[src/rtl/uart_pkg.sv]
// Shared UART definitions: receiver FSM states, oversampling constants and the
// parity helper used by both the receiver and the transmitter.
package uart_pkg;

    typedef enum logic [2:0] {
        ST_IDLE,
        ST_START,
        ST_DATA,
        ST_PARITY,
        ST_STOP
    } uart_state_t;

    localparam int unsigned OVERSAMPLE = 16;
    localparam int unsigned SAMPLE_A   = 7;
    localparam int unsigned SAMPLE_B   = 8;
    localparam int unsigned SAMPLE_C   = 9;
    localparam int unsigned FRAME_BITS = 11;

    // Even parity: the parity bit equals the XOR of the data bits.
    function automatic logic calc_parity(input logic [7:0] i_data);
        return ^i_data;
    endfunction

endpackage

[src/rtl/uart_rx_sync.sv]
// Two-flop synchronizer for the asynchronous serial line plus a falling-edge
// detect on the synchronized value.
module uart_rx_sync (
    input  logic result_clock_to_sample,
    input  logic reset,
    input  logic i_rx,
    output logic o_rxs,
    output logic o_fall
);

    logic r_meta;
    logic r_sync;
    logic r_prev;

    // Flops preset to the idle-high line level so reset release never looks like an edge.
    always_ff @(posedge result_clock_to_sample or posedge reset) begin
        if (reset) begin
            r_meta <= 1'b1;
            r_sync <= 1'b1;
            r_prev <= 1'b1;
        end else begin
            r_meta <= i_rx;
            r_sync <= r_meta;
            r_prev <= r_sync;
        end
    end

    assign o_rxs  = r_sync;
    assign o_fall = r_prev & ~r_sync;

endmodule

[src/rtl/uart_receiver.sv]
// Oversampling UART receiver: start, DATA_BITS data bits LSB first, even
// parity, one stop bit; 2-of-3 majority vote at the middle of every bit.
module uart_receiver #(
    parameter int unsigned OVERSAMPLE = uart_pkg::OVERSAMPLE,
    parameter int unsigned DATA_BITS  = 8
) (
    input  logic                 result_clock_to_sample,
    input  logic                 reset,
    input  logic                 Rx_EN,
    input  logic                 Rx_D,
    output logic [DATA_BITS-1:0] Rx_DATA,
    output logic                 Rx_VALID,
    output logic                 Rx_PERROR,
    output logic                 Rx_FERROR,
    output logic                 Rx_BUSY
);

    import uart_pkg::*;

    localparam int unsigned CNT_W = $clog2(OVERSAMPLE);
    localparam int unsigned IDX_W = $clog2(DATA_BITS);

    localparam logic [CNT_W-1:0] CNT_A    = CNT_W'(SAMPLE_A);
    localparam logic [CNT_W-1:0] CNT_B    = CNT_W'(SAMPLE_B);
    localparam logic [CNT_W-1:0] CNT_C    = CNT_W'(SAMPLE_C);
    localparam logic [CNT_W-1:0] CNT_LAST = CNT_W'(OVERSAMPLE - 1);
    localparam logic [IDX_W-1:0] IDX_LAST = IDX_W'(DATA_BITS - 1);

    uart_state_t          r_state;
    uart_state_t          w_state_next;
    logic [CNT_W-1:0]     r_cnt;
    logic [CNT_W-1:0]     w_cnt_next;
    logic [IDX_W-1:0]     r_idx;
    logic [DATA_BITS-1:0] r_shift;
    logic                 r_s_a;
    logic                 r_s_b;
    logic                 r_perr_pend;
    logic [DATA_BITS-1:0] r_data;
    logic                 r_valid;
    logic                 r_perr;
    logic                 r_ferr;

    logic w_rxs;
    logic w_fall;
    logic w_bit;
    logic w_at_c;
    logic w_at_end;
    logic w_finish;

    uart_rx_sync u_sync (
        .result_clock_to_sample (result_clock_to_sample),
        .reset                  (reset),
        .i_rx                   (Rx_D),
        .o_rxs                  (w_rxs),
        .o_fall                 (w_fall)
    );

    assign w_at_c   = (r_cnt == CNT_C);
    assign w_at_end = (r_cnt == CNT_LAST);
    // Majority of the two stored mid-bit samples and the current one.
    assign w_bit    = (r_s_a & r_s_b) | (r_s_a & w_rxs) | (r_s_b & w_rxs);

    always_comb begin
        w_state_next = r_state;
        w_finish     = 1'b0;
        if (!Rx_EN) begin
            w_state_next = ST_IDLE;
        end else begin
            unique case (r_state)
                ST_IDLE: begin
                    if (w_fall) w_state_next = ST_START;
                end
                ST_START: begin
                    if (w_at_c && w_bit) w_state_next = ST_IDLE;
                    else if (w_at_end)   w_state_next = ST_DATA;
                end
                ST_DATA: begin
                    if (w_at_end && (r_idx == IDX_LAST)) w_state_next = ST_PARITY;
                end
                ST_PARITY: begin
                    if (w_at_end) w_state_next = ST_STOP;
                end
                ST_STOP: begin
                    if (w_at_c) begin
                        w_state_next = ST_IDLE;
                        w_finish     = 1'b1;
                    end
                end
                default: w_state_next = ST_IDLE;
            endcase
        end
    end

    // Counter sits at zero in IDLE and restarts on every state entry.
    assign w_cnt_next = ((w_state_next != r_state) || (r_state == ST_IDLE))
                        ? '0 : r_cnt + 1'b1;

    always_ff @(posedge result_clock_to_sample or posedge reset) begin
        if (reset) begin
            r_state     <= ST_IDLE;
            r_cnt       <= '0;
            r_idx       <= '0;
            r_shift     <= '0;
            r_s_a       <= 1'b0;
            r_s_b       <= 1'b0;
            r_perr_pend <= 1'b0;
            r_data      <= '0;
            r_valid     <= 1'b0;
            r_perr      <= 1'b0;
            r_ferr      <= 1'b0;
        end else begin
            r_state <= w_state_next;
            r_cnt   <= w_cnt_next;
            r_valid <= 1'b0;
            if (r_cnt == CNT_A) r_s_a <= w_rxs;
            if (r_cnt == CNT_B) r_s_b <= w_rxs;
            if (r_state == ST_START) r_idx <= '0;
            if (Rx_EN && (r_state == ST_DATA)) begin
                if (w_at_c)   r_shift <= {w_bit, r_shift[DATA_BITS-1:1]};
                if (w_at_end) r_idx   <= r_idx + 1'b1;
            end
            if (Rx_EN && (r_state == ST_PARITY) && w_at_c)
                r_perr_pend <= (w_bit != calc_parity(r_shift));
            if (w_finish) begin
                r_perr <= r_perr_pend;
                r_ferr <= ~w_bit;
                if (!r_perr_pend && w_bit) begin
                    r_data  <= r_shift;
                    r_valid <= 1'b1;
                end
            end
        end
    end

    assign Rx_DATA   = r_data;
    assign Rx_VALID  = r_valid;
    assign Rx_PERROR = r_perr;
    assign Rx_FERROR = r_ferr;
    assign Rx_BUSY   = (r_state != ST_IDLE);

endmodule

[config.mk]
export PLATFORM = sky130hd
export DESIGN_NAME = uart_receiver
export DESIGN_NICKNAME = d
export VERILOG_FILES = /design/src/rtl/uart_pkg.sv /design/src/rtl/uart_rx_sync.sv /design/src/rtl/uart_receiver.sv
export SDC_FILE = /design/constraint.sdc
export NUM_CORES = 1
export LEC_CHECK = 0
export CAP_MARGIN = 10
export CELL_PAD_IN_SITES_DETAIL_PLACEMENT = 0
export CELL_PAD_IN_SITES_GLOBAL_PLACEMENT = 1
export CORE_ASPECT_RATIO = 1.4
export CORE_MARGIN = 10
export CORE_UTILIZATION = 30
export DETAILED_ROUTE_END_ITERATION = 12
export GPL_TIMING_DRIVEN = 0
export HOLD_SLACK_MARGIN = 0.05
export PLACE_DENSITY = 0.58
export RECOVER_POWER = 50
export SLEW_MARGIN = 20
export SYNTH_ARGS = -nofsm -noshare
export SYNTH_HDL_FRONTEND = slang
export SYNTH_SLANG_ARGS = --single-unit
[constraint.sdc]
create_clock -name result_clock_to_sample -period 3.1 [get_ports result_clock_to_sample]
set_input_delay 0.62 -clock result_clock_to_sample [delete_from_list [all_inputs] [get_ports result_clock_to_sample]]
set_output_delay 0.62 -clock result_clock_to_sample [all_outputs]
set_load 0.02 [all_outputs]
* Word level (Yosys, flattened, before mapping)
Index checks and enable logic that the tools add are counted.
** Storage, ports and cells
- Register bits after elaboration :: 35
- Input bits :: 4
- Output and inout port bits :: 12
- Logic and storage cells :: 65
** Cells by class
- $add $sub $neg :: 2
- Equal/unequal tests :: 11
- Mux-type cells :: 17
- Bitwise gates (word level) :: 8
- Reductions and logical operators :: 13
** Operators by type and width (number)
- 2-to-1 mux 3 bit :: 10
- one-hot mux 3 bit (5 select lines) :: 1
- == test 4 bit (second input constant) :: 3
- XOR reduction 8 bit :: 1
- == test 3 x 2 -> 1 bit (second input constant) :: 2
- == test 3 bit (second input constant) :: 2
- logical AND 1 bit :: 6
- 2-to-1 mux 1 bit :: 5
- adder 4 x 1 -> 4 bit (second input constant) :: 1
- AND 1 bit :: 4
- == test 4 x 3 -> 1 bit (second input constant) :: 1
- 2-to-1 mux 4 bit :: 1
- AND reduction 2 bit :: 2
- adder 3 x 1 -> 3 bit (second input constant) :: 1
- == test 3 x 1 -> 1 bit (second input constant) :: 1
- logical NOT 3 bit :: 1
- != test 3 bit :: 1
- nonzero test 3 bit :: 1
- NOT 1 bit :: 2
- bitwise OR 1 bit :: 2
- logical NOT 1 bit :: 1
- logical OR 1 bit :: 1
- != test 1 bit :: 1

* Logic depth before layout (Yosys ltp)
- Depth after elaboration :: 10
- Depth in mapped cells :: 7
- Gate-level depth less buffers :: 7

* Modules after synthesis
A second synthesis with hierarchy kept.
** Unflattened totals
- Cell total of the unflattened synthesis :: 133
- Area total of the unflattened synthesis :: 1702.9 µm²
** Modules (own cells, without submodules)
- uart_receiver :: times used 1, cells an instance 128, area an instance 1606.5 µm², sequential area each 800.8 µm²
- uart_rx_sync :: times used 1, cells an instance 5, area an instance 96.3 µm², sequential area each 78.8 µm²

* Worst setup path before layout
OpenSTA, ideal clock, no wires.
- Path type :: reg2reg
- Start point :: register r_cnt[0]
- End point :: register r_cnt[0]
- Library setup time :: 0.077 ns
- Data arrival time :: 1.590 ns
- Required time :: 3.023 ns
- Path slack :: 1.432 ns
- Cell stages (with the launch flop) :: 7
- Path buffers :: 0
- Period minus slack after synthesis :: 1.668 ns
- Path through :: dfrtp_1 -> ha_1 -> and3_1 -> mux2i_1 -> a32oi_1 -> a211o_1 -> a21oi_1
** On the way
- Cells in the longest elaborated chain, start to end :: 8
- Elaborated cells on any way between the ends :: 15
- Classes of those cells :: add/sub: 1; eq/ne: 3; mux: 8; reduce/logical: 3
** RTL lines
- from (decl) :: RTL line uart_receiver.sv:31 : logic [CNT_W-1:0] r_cnt;
- from (signal assigned) :: RTL line uart_receiver.sv:113 : r_cnt <= w_cnt_next;
- == test 4 bit, on equally long branches :: RTL line uart_receiver.sv:59, uart_receiver.sv:58
- 2-to-1 mux 3 bit (tied with other cells) :: RTL line uart_receiver.sv:75 : else if (w_at_end) w_state_next = ST_DATA;
- 2-to-1 mux 3 bit, on equally long branches :: RTL line uart_receiver.sv:74, uart_receiver.sv:78
- one-hot mux 3 bit (5 select lines) :: RTL line uart_receiver.sv:69 : unique case (r_state)
- 2-to-1 mux 3 bit :: RTL line uart_receiver.sv:66 : if (!Rx_EN) begin
- != test 3 bit :: RTL line uart_receiver.sv:95 : assign w_cnt_next = ((w_state_next != r_state) || (r_state == ST_IDLE))
- logical OR 1 bit :: RTL line uart_receiver.sv:95
- 2-to-1 mux 4 bit (*) :: RTL line uart_receiver.sv:96 : ? '0 : r_cnt + 1'b1;
- named net w_cnt_next[0] :: RTL line uart_receiver.sv:32 : logic [CNT_W-1:0] w_cnt_next;
Mark *: on every way through the listed nets, which the timed path passes. The rest lies on a longest branch.
A chain may end at the register's enable or synchronous reset.

* Worst setup path in the final report
- Start point :: register r_state[1]
- End point :: output Rx_BUSY
** On the way
- Cells in the longest elaborated chain, start to end :: 1
** RTL lines
- from (decl) :: RTL line uart_receiver.sv:29 : uart_state_t r_state;
- from (signal assigned) :: RTL line uart_receiver.sv:112 : r_state <= w_state_next;
- nonzero test 3 bit :: RTL line uart_receiver.sv:139 : assign Rx_BUSY = (r_state != ST_IDLE);
- to (decl) :: RTL line uart_receiver.sv:15 : output logic Rx_BUSY
No other way between the ends.

==> results.toml <==
[status]
status = "completed"

[floorplanning]
start_util = 0.305
core-area_mm2 = 0.00545
die_h_um = 108
std_cell_rows = 32
dieWidth_um = 82.9
pin_count = 16
fp.dieArea_mm2 = 0.00895

[sta]
setup_slack_ns = 0.747
hold_viol = 0
slew_viol_final = 0
worst-slew-pin-transition_ns = 1.35
worst_clock_skew_ns = 0.0116
rsz0062_at_grt = "false"
setup_violations = 0
relSlewSlack = 0.0985
fmax_mhz = 425
setup_tns_ns = 0
fin_crit_ns = 2.35
finalCritPeriodShare = 0.759

[placement]
place_ws_ns = 0.937
port-buffer-count = 15
gp_congestion = 0.836
dp_hpwl_um = 2340

[worst_setup_path]
reg2reg_depth = 6
reg2reg_slack_ns = 1.22
path_max_fanout = 10
path_class = "reg2out"
reg2reg_from = "r_cnt[0]"
required_ns = 2.48
critPathCaptureType = "output port"
r2r_end = "r_cnt[2]"
cp-start-kind = "flop"
worstPathArrival_ns = 1.73

[yosys]
synthSimpleGateAreaFrac = 0.143
syn_avg_cell_area_um2 = 11.9
synth.area.mux_share = 0.128
synth.distinct_cells = 37
synth_cells = 139
synth-seq-area-share = 0.530
synthAdderAreaFrac = 0.0445
ys_warn_count = 0
ys_ff_latch = 35
ys.flop_type = "dfrtp_1"
synthArstFlopShare = 1.00
synth_top_family_by_area = "simple AND/OR/NAND/NOR gates"
synth_compound_area_frac = 0.0633
synth_xor_area_frac = 0.0581
synthesis.area_mm2 = 0.00166
synth_edf_count = 0
syn-num-nets = 148

[clocking]
hold_buffers = 0
cts.path.max_buffers = 2
tritoncts = "built"
cts-root-buf = "clkbuf_8"
clock_sinks = 35
cts_setup_buffers = 0
cts-resized-gates = 0
cts_buffers = 5
worst_skew_pair.late_latency_ns = 0.29
cts_htree_levels = 2
path_clk_slew_ns = 0.08

[detailed_routing]
num_vias = 1081
first_pass_iters = 4
dr.first_iter.drc_count = 68
viasPerCell = 4.70
wire_per_inst_um = 13.9
finalWirelength_um = 3200
ant_nets = 0
drc_errors = 0

[power]
p_leak_nw = 0.903
p_per_area_mw_per_mm2 = 455
vdd_drop_max_mv = 0.278

[finish]
fin_nets = 170
drive_above_1_share = 0.228
nFillCells = 560
antenna_cells = 0
areaGrowthSynthToFinish_pct = 21.0

[run]
maxCapViolations = 0

[hold_path]
min_path_type = "reg2reg"
hold_path_depth = 0
hold_path.startpoint = "u_sync.r_meta"
min_to = "u_sync.o_rxs"

[global_routing]
grt_start_max_net_pins = 36
grt_overflow_total = 0
grt_pass1_vias = 1204
gr-usage-all-layers = 0.0791
grt_pass1_wl_um = 5870
antenna_found_initial = 0
## per-stage QoR
stage	utilization	cells	cell area (µm²)	total power, mW	hold WS, ns
3_5_place_dp	0.348	222	1890	0.511	0.349
5_1_grt	0.369	230	2010	0.952	0.369
4_1_cts	0.369	230	2010	0.930	0.359
2_1_floorplan	-	139	1660	0.497	0.345
3_3_place_gp	0.348	222	1890	0.510	0.349
6_report	0.369	230	2010	0.913	0.363
## layer usage
| layer | global-route usage | vias up | part of all wire |
|---|---|---|---|
| met5 | 0 | - | 0 |
| met4 | 0.0329 | 0 | 0.010 |
| met3 | 0.0331 | 4 | 0.057 |
| met2 | 0.133 | 16 | 0.51 |
| met1 | 0.0865 | 541 | 0.42 |
| li1 | - | 520 | - |
## cell usage in the layout (no fill, tap or decap), types with 2 or more instances in the layout
cell             netlist  final
nand3_1                7      7
nor2b_1                3      3
clkdlybuf4s50_1        0     13
xor2_1                 2      2
nor2_1                 2      2
clkbuf_8               0      5
xnor2_1                9      9
ha_1                   5      5
dfstp_2                3      2
inv_1                  7      7
a21oi_1                4      4
dlygate4sd3_1          0      2
mux2_2                18     18
nand2b_1               2      2
a32oi_1                2      2
o21ai_0                8      8
nand2_1               11     11
dfrtp_1               32     32
nand3b_1               2      2
## worst max-delay path by stage
stage | cells after the start | from | to
floorplan | 6 | r_cnt[0] | r_cnt[0]
global placement | 2 | reset | Rx_DATA[0]
detailed placement | 5 | Rx_EN | r_shift[7]
CTS | 3 | r_state[1] | Rx_BUSY
global route | 3 | r_state[1] | Rx_BUSY
finish | 3 | r_state[1] | Rx_BUSY
## worst max-delay path: stages (launching register included)
cell and delay (ns):
dfrtp_1 0.38, buf_2 0.18, or3_1 0.35, clkdlybuf4s50_1 0.54
## state kept, by name (all words and copies together) (netlist names), 3 cells and up
signal / cells
r_cnt: 4
r_state: 3
r_shift: 8
Rx_DATA: 8
r_idx: 3
## kinds of logic (layout without fill, tap and decap cells)
group,count (synthesis),after routing
and+or+nand+nor,39,39
DFF,35,35
muxes,19,19
AOI/OAI and AO/OA,18,18
xor gates and xnor gates,11,11
buffers and inverters,11,34
adders and majority gates,6,6
## report_power, final
group | internal, mW | switching (mW) | total (mW)
logic | 0.0141 | 0.0225 | 0.0367
registers | 0.461 | 0.00204 | 0.463
clock network | 0.239 | 0.174 | 0.413
total | 0.715 | 0.198 | 0.913
## layout make-up
cell class                      count  area (µm²)  share of cell area
Tap cell                           68        85.1              0.0424
Buffer                              4        28.8              0.0143
Clock buffer                        5        68.8              0.0343
Sequential cell                    35         880               0.438
Timing Repair Buffer               15         150              0.0748
Multi-Input combinational cell     93         724               0.361
Clock inverter                      3        43.8              0.0218
Inverter                            7        26.3              0.0131
## cells in the mapped netlist, types with 2 or more instances
library cell	number	area, µm²
a21oi_1	4	20.0
a32oi_1	2	17.5
and2_1	2	12.5
dfrtp_1	32	801
dfstp_2	3	78.8
ha_1	5	62.6
inv_1	7	26.3
mux2_2	18	203
nand2_1	11	41.3
nand2b_1	2	12.5
nand3_1	7	35.0
nand3b_1	2	15.0
nor2_1	2	7.51
nor2b_1	3	18.8
o21ai_0	8	40.0
xnor2_1	9	78.8
xor2_1	2	17.5
Power figures use the tool's default switching activity.
